File: config.mk
export PLATFORM = sky130hd
export DESIGN_NAME = reg_write_arbiter
export DESIGN_NICKNAME = d
export VERILOG_FILES = /design/src/rtl/reg_write_arbiter.sv
export SDC_FILE = /design/constraint.sdc
export NUM_CORES = 1
export LEC_CHECK = 0
export CORE_UTILIZATION = 55
export CTS_CLUSTER_SIZE = 14
export DETAILED_ROUTE_END_ITERATION = 8
export DONT_BUFFER_PORTS = 1
export PLACE_DENSITY = 0.7
export SLEW_MARGIN = 20
export SYNTH_ARGS = -nofsm -noshare
export SYNTH_HDL_FRONTEND = slang
export SYNTH_SLANG_ARGS = --single-unit
export TNS_END_PERCENT = 30
File: constraint.sdc
create_clock -name clk -period 3.4 [get_ports clk]
set_clock_uncertainty 0.2 [all_clocks]
set_input_delay 0.34 -clock clk [delete_from_list [all_inputs] [get_ports clk]]
set_output_delay 0.34 -clock clk [all_outputs]
set_load 0.03 [all_outputs]
File: src/rtl/reg_write_arbiter.sv
// reg_write_arbiter
// Round-robin arbiter for the single register-file write port.
// Handshake: a requester raises req[i] and keeps req[i], its address and its
// data stable until gnt[i] is seen high; the transfer happens in the cycle
// where req[i] & gnt[i] are both high, after which the requester may drop the
// request or present a new one. gnt is combinational and one-hot (or zero).
// The accepted write appears on wr_en/wr_addr/wr_data/wr_src one cycle later.
// Writes to index 0 complete the handshake but never raise wr_en.
module reg_write_arbiter #(
    parameter int  N_REQ  = 3,
    parameter int  DATA_W = 32,
    parameter int  ADDR_W = 5,
    localparam int SRC_W  = $clog2(N_REQ)
) (
    input  logic                    clk,
    input  logic                    reset,
    input  logic                    hold,
    input  logic [N_REQ-1:0]        req,
    input  logic [N_REQ*ADDR_W-1:0] req_addr,
    input  logic [N_REQ*DATA_W-1:0] req_data,
    output logic [N_REQ-1:0]        gnt,
    output logic                    wr_en,
    output logic [ADDR_W-1:0]       wr_addr,
    output logic [DATA_W-1:0]       wr_data,
    output logic [SRC_W-1:0]        wr_src
);

    // Round-robin pointer: the requester searched first this cycle.
    logic [SRC_W-1:0]  ptr;
    logic [SRC_W-1:0]  sel;
    logic              xfer;
    logic [ADDR_W-1:0] sel_addr;
    logic [DATA_W-1:0] sel_data;

    // (base + off) mod N_REQ, with off never exceeding N_REQ.
    function automatic logic [SRC_W-1:0] wrap_inc(input logic [SRC_W-1:0] base,
                                                  input int off);
        int sum;
        sum = int'(base) + off;
        if (sum >= N_REQ) sum = sum - N_REQ;
        return SRC_W'(sum);
    endfunction

    // Grant selection: first asserted request at or after ptr, with wrap;
    // reset and hold suppress every grant.
    always_comb begin
        xfer = 1'b0;
        sel  = '0;
        gnt  = '0;
        if (!reset && !hold) begin
            for (int off = 0; off < N_REQ; off++) begin
                if (!xfer && req[wrap_inc(ptr, off)]) begin
                    xfer = 1'b1;
                    sel  = wrap_inc(ptr, off);
                end
            end
        end
        if (xfer) gnt[sel] = 1'b1;
    end

    assign sel_addr = req_addr[sel*ADDR_W +: ADDR_W];
    assign sel_data = req_data[sel*DATA_W +: DATA_W];

    // Pointer moves just past the winner on every transfer.
    always_ff @(posedge clk) begin
        if (reset) begin
            ptr <= '0;
        end else if (xfer) begin
            ptr <= wrap_inc(sel, 1);
        end
    end

    // Write stage: load the accepted write; wr_en is a one-cycle pulse and
    // the payload fields hold when nothing is accepted.
    always_ff @(posedge clk) begin
        if (reset) begin
            wr_en   <= 1'b0;
            wr_addr <= '0;
            wr_data <= '0;
            wr_src  <= '0;
        end else begin
            wr_en <= xfer && (sel_addr != '0);
            if (xfer) begin
                wr_addr <= sel_addr;
                wr_data <= sel_data;
                wr_src  <= sel;
            end
        end
    end

endmodule

Word level (Yosys, flattened, before mapping)
Index checks and enable logic that the tools add are counted.
{"block": "classes", "shift": 2, "n_reduce_logical": 10, "addsub": 7, "muxes": 26, "magnitude_cmp": 9, "mul": 1}
{"cell": "$shiftx 96x8->32", "count": 1}
{"cell": "$mux 2", "count": 11}
{"cell": "$shiftx 15x6->5", "count": 1}
{"cell": "$lt 2x3->1 const B", "count": 4}
{"cell": "$mux 1", "count": 10}
{"cell": "$ge 3x2->1 const B", "count": 3}
{"cell": "$sub 2x2->2 const B", "count": 4}
{"cell": "$add 2x1->3 const B", "count": 2}
{"cell": "$bmux 1 s2", "count": 3}
{"cell": "$logic_and 1x1->1", "count": 5}
{"cell": "$mul 2x3->5 const B", "count": 1}
{"cell": "$reduce_bool 5->1", "count": 1}
{"cell": "$logic_not 1->1", "count": 4}
{"cell": "$add 2x2->3 const B", "count": 1}
{"cell": "$mux 3", "count": 1}
{"cell": "$demux 1 s2", "count": 1}
{"cell": "$ge 2x1->1 const B", "count": 1}
{"cell": "$ge 2x2->1 const B", "count": 1}
{"block": "word_totals", "regBits": 42, "wordCells": 60, "in_bits": 117, "output_inout_bits": 43}

Depth between registers and ports, before layout
{"block": "logic_depth", "depth_word": 20, "ltp_mapped": 11, "ltp_nobuf": 9}

Worst setup path after synthesis
OpenSTA, ideal clock, no wires.
{"block": "synth_path", "path_kind": "register -> output", "start": "register ptr[0]", "end": "output port gnt[1]", "path_stages_with_launch": 10, "t_required_ns": 2.860, "setup_slack_ns": 0.655, "n_path_buf": 1, "arrival_time_ns": 2.205, "cell_sequence": "dfxtp_1 inv_1 ha_1 buf_2 or4b_4 a31oi_4 nand2_1 inv_1 ha_1 and2_1"}
{"block": "synth_via", "elab_chain_len": 20, "elab_cells_between_ends": 40, "classes_between": "add/sub: 5; order compare: 5; mux: 25; reduce/logical: 5"}
{"item": "start: declaration", "line_no": "29", "rtl": "logic [SRC_W-1:0] ptr;"}
{"item": "start signal: assignment", "line_no": "69", "rtl": "ptr <= wrap_inc(sel, 1);"}
{"item": "parallel branches: the longest is 13 deep, another holds $add 2x1->3"}
{"item": "$mux 2 (*)", "line_no": "52", "rtl": "if (!xfer && req[wrap_inc(ptr, off)]) begin"}
{"item": "$mux 2 (*)", "line_no": "50", "rtl": "if (!reset && !hold) begin"}
{"item": "net sel[0]", "line_no": "30", "rtl": "logic [SRC_W-1:0] sel;"}
{"item": "$lt 2x3->1 (implied by the code) / $ge 2x1->1 (equally long branches)", "line_no": "58", "rtl": "if (xfer) gnt[sel] = 1'b1;"}
{"item": "$logic_and 1x1->1 (implied by the code)", "line_no": "58"}
{"item": "$mux 1 (implied by the code)", "line_no": "58"}
{"item": "$demux 1 s2 (*)", "line_no": "58"}
{"item": "$mux 3 (*)", "line_no": "58"}
{"item": "end: declaration", "line_no": "21", "rtl": "output logic [N_REQ-1:0] gnt,"}
Mark *: on every way through the listed nets, which the timed path passes. The select of a mux whose other input is x is not followed.

Worst setup path in the final report
{"block": "layout_path", "start": "register ptr[0]", "end": "output port gnt[0]"}
{"block": "layout_via", "elab_chain_len": 20, "elab_cells_between_ends": 40, "classes_between": "add/sub: 5; order compare: 5; mux: 25; reduce/logical: 5"}
{"item": "parallel branches: the longest is 19 deep, another holds $add 2x1->3"}
{"item": "$mux 3 (*)", "line_no": "58"}
Every way passes the cells marked *. The select of a mux whose other input is x is not followed.

==> flow_summary.yaml <==
synthesis:
  synth_edf_count: 0
  ys_top_cells_by_area: "dfxtp_1 (32%), mux2i_1 (16%), o221ai_2 (11%), nand3_1 (7.9%), o221ai_1 (5.7%)"
  ys_types: 38
  synth_cells: 278
  ys_seq_area_share_pct: 32.2
  synthArstFlopShare_pct: 0
  synth_nets: 401
  synth_top_area_cell: "dfxtp_1"
  ys_seq_elements: 42
  yosysMostFrequentCell: "mux2i_1"
  synth_top_cells_by_count: "mux2i_1 (43), dfxtp_1 (42), nand3_1 (41)"
  syn_avg_cell_area_um2: 9.40
  synth.cell_area_um2: 2610
  ys_warn_count: 0
  ys.flop_type: "dfxtp_1"
  yosys.area.top_type_share_pct: 32.2
critical_path:
  cp.required_ns: 2.86
  worstSetupStartpointType: "register"
  cp_cell_sequence: "inv_1 -> ha_1 -> or4b_4 -> a31oi_4 -> buf_4 -> a22o_4 -> nor2_1 -> buf_4"
  cp_max_fo: 14
  worst-setup-path-type: "register to output port"
  crit_arrival_ns: 2.70
  critPathSlowestCell: "or4b_4"
  endpoint_kind: "output port"
  cpPeakStageDelay_ns: 0.59
  cpMostUsedCell: "buf_4"
power_and_ir_drop:
  p_leak_nw: 1.08
  power_frac_seq_pct: 47.1
  p_clk_share_pct: 14.3
  peakVddDrop_mv: 0.439
  swShare_pct: 49.2
  powerDensity_nw_per_um2: 908
  p_switching_w: 0.00136
  p_comb_share_pct: 38.7
  p_int_w: 0.00141
status:
  status: "finished, violations left"
  violations: "DRC"
clocking:
  clockBufferDepth: 2
  cts_resized: 0
  clk_pin_slew_ns: 0.07
  cts_tree: "built"
  cts_setup_buffers: 0
  clock-sinks: 42
  numCtsBuffers: 5
  clk_latency_ns: 0.28
  cts_root_buffer: "clkbuf_8"
  htreeDepth: 2
detailed_routing:
  drt_pre_antenna_iters: 8
  routed_wl_um: 7060
  drc_errors: 22
  initialDrtViolationCount: 106
  ant_nets: 0
  vias: 2247
  routed_via_density: 6.33
  detail_route.wl_per_cell_um: 19.9
flow_run:
  cap_violations: 0
cells_and_area:
  num_antenna_cells: 0
  multi_input_area_um2: 1510
  final_nets: 426
  final_area_um2: 3060
  layout-drive-gt1-share_pct: 15.8
  regArea_um2: 841
  num-fill-cells: 361
  syn_to_final_growth_pct: 16.9
placement:
  dp_hpwl_um: 4800
  gp_congestion: 0.891
  io_buffers: 0
  placedInstanceArea_um2: 2650
global_routing:
  grt_pass1_wl_um: 10800
  gr-total-overflow: 0
  antenna_found_initial: 0
  grt_max_degree: 35
  grt_util_all_layers_pct: 27.0
  grt_pass1_vias: 2235
timing:
  hold_viol_final: 0
  post-route-period-util_pct: 95.4
  setup_viol: 0
  max_freq_mhz: 308
  slew_violations: 0
  worstMarginPinSlew_ns: 0.596
  finalSetupTns_ns: 0
  fin_crit_ns: 3.24
  rsz0062_at_grt: "false"
  max_slew_margin_pct: 60.0
die:
  fp.dieW_um: 70.9
  core-area_um2: 4470
  die_y_um: 70.9
  start_util_pct: 58.4
  rows: 24
  ioPinCount: 160
  die-area_um2: 5030
min_path:
  hold_path_class: "input port to register"
## metrics by stage
stage | setup WS (ns) | cells | hold WS, ns | total power, W | utilization, %
floorplan | 0.655 | 278 | 0.242 | 0.00213 | -
global placement | 0.461 | 319 | 0.246 | 0.00231 | 59.3
detailed placement | 0.394 | 319 | 0.256 | 0.00233 | 59.3
CTS | 0.0587 | 354 | 0.000462 | 0.00276 | 68.1
global route | 0.00645 | 355 | 0.00650 | 0.00292 | 68.3
finish | 0.156 | 355 | 0.00498 | 0.00277 | 68.3
## power groups by stage
stage | clock, W | combinational (W) | sequential (W)
2_1_floorplan | 0 | 0.000867 | 0.00126
3_3_place_gp | 0 | 0.000999 | 0.00131
3_5_place_dp | 0 | 0.00102 | 0.00131
4_1_cts | 0.000403 | 0.00105 | 0.00130
5_1_grt | 0.000424 | 0.00118 | 0.00132
6_report | 0.000396 | 0.00107 | 0.00131
## routing by layer
layer	part of all wire, %	track usage [%]
met3	7.3	5.70
met1	39	31.9
met2	52	48.5
met5	0	0
met4	2.1	9.33
## area by class of cell
| class | count | area share (%) |
|---|---|---|
| Sequential cell | 42 | 27.5 |
| Inverter | 39 | 4.79 |
| Timing Repair Buffer | 40 | 12.5 |
| Multi-Input combinational cell | 175 | 49.4 |
| Clock inverter | 1 | 0.982 |
| Tap cell | 52 | 2.13 |
| Clock buffer | 6 | 2.70 |
## cells in the final DEF (no fill, tap or decap), drive strengths merged, types with 2 or more instances in the layout
cell type    count
mux2i           43
dfxtp           42
nand3           41
inv             39
o221ai          37
dlygate4sd3     28
buf             12
nor2             7
o21ai            7
ha               6
clkbuf           6
nor2b            4
o21a             3
a31oi            2
a2bb2oi          2
nand2            2
nand2b           2
and2             2
nor3             2
a22o             2
## state kept, by name (all words and copies together), names as in the netlist
register / cells
wr_data: 32
ptr: 2
wr_addr: 5
wr_en: 1
wr_src: 2
## logic make-up (layout without fill, tap and decap cells)
family,after synthesis,in the layout,share of synthesized area (%)
buf+inv,62,86,11.2
flops,42,42,32.2
compound gates,57,58,23.4
fa+ha+maj,6,6,2.87
mux,44,44,16.9
simple gates,67,67,13.5
## critical path: cells and delay by family, from the launching register on
kind,cells,cell delay (ns)
AOI/OAI and AO/OA,2,0.49
adders and majority gates,1,0.41
buffers and inverters,3,0.51
DFF,1,0.36
and+or+nand+nor,2,0.65
## final timing paths
kind | start | endpoint | slack, ns | cells after the start
max | ptr[0]$_SDFFE_PP0P_ | gnt[0] | 0.16 | 8
min | req_data[37] | wr_data[5]$_SDFFE_PP0P_ | 0.005 | 2
max reg2reg | ptr[0]$_SDFFE_PP0P_ | wr_addr[1]$_SDFFE_PP0P_ | 0.54 | 8
min reg2reg | ptr[1]$_SDFFE_PP0P_ | ptr[1]$_SDFFE_PP0P_ | 0.37 | 2
## timing repair
action	4_1_cts	5_1_grt
endpoints found under the setup margin	0	1
hold buffers	28	0
endpoints found under the hold margin	29	0
No activity file was read; power rests on OpenSTA's default activity.
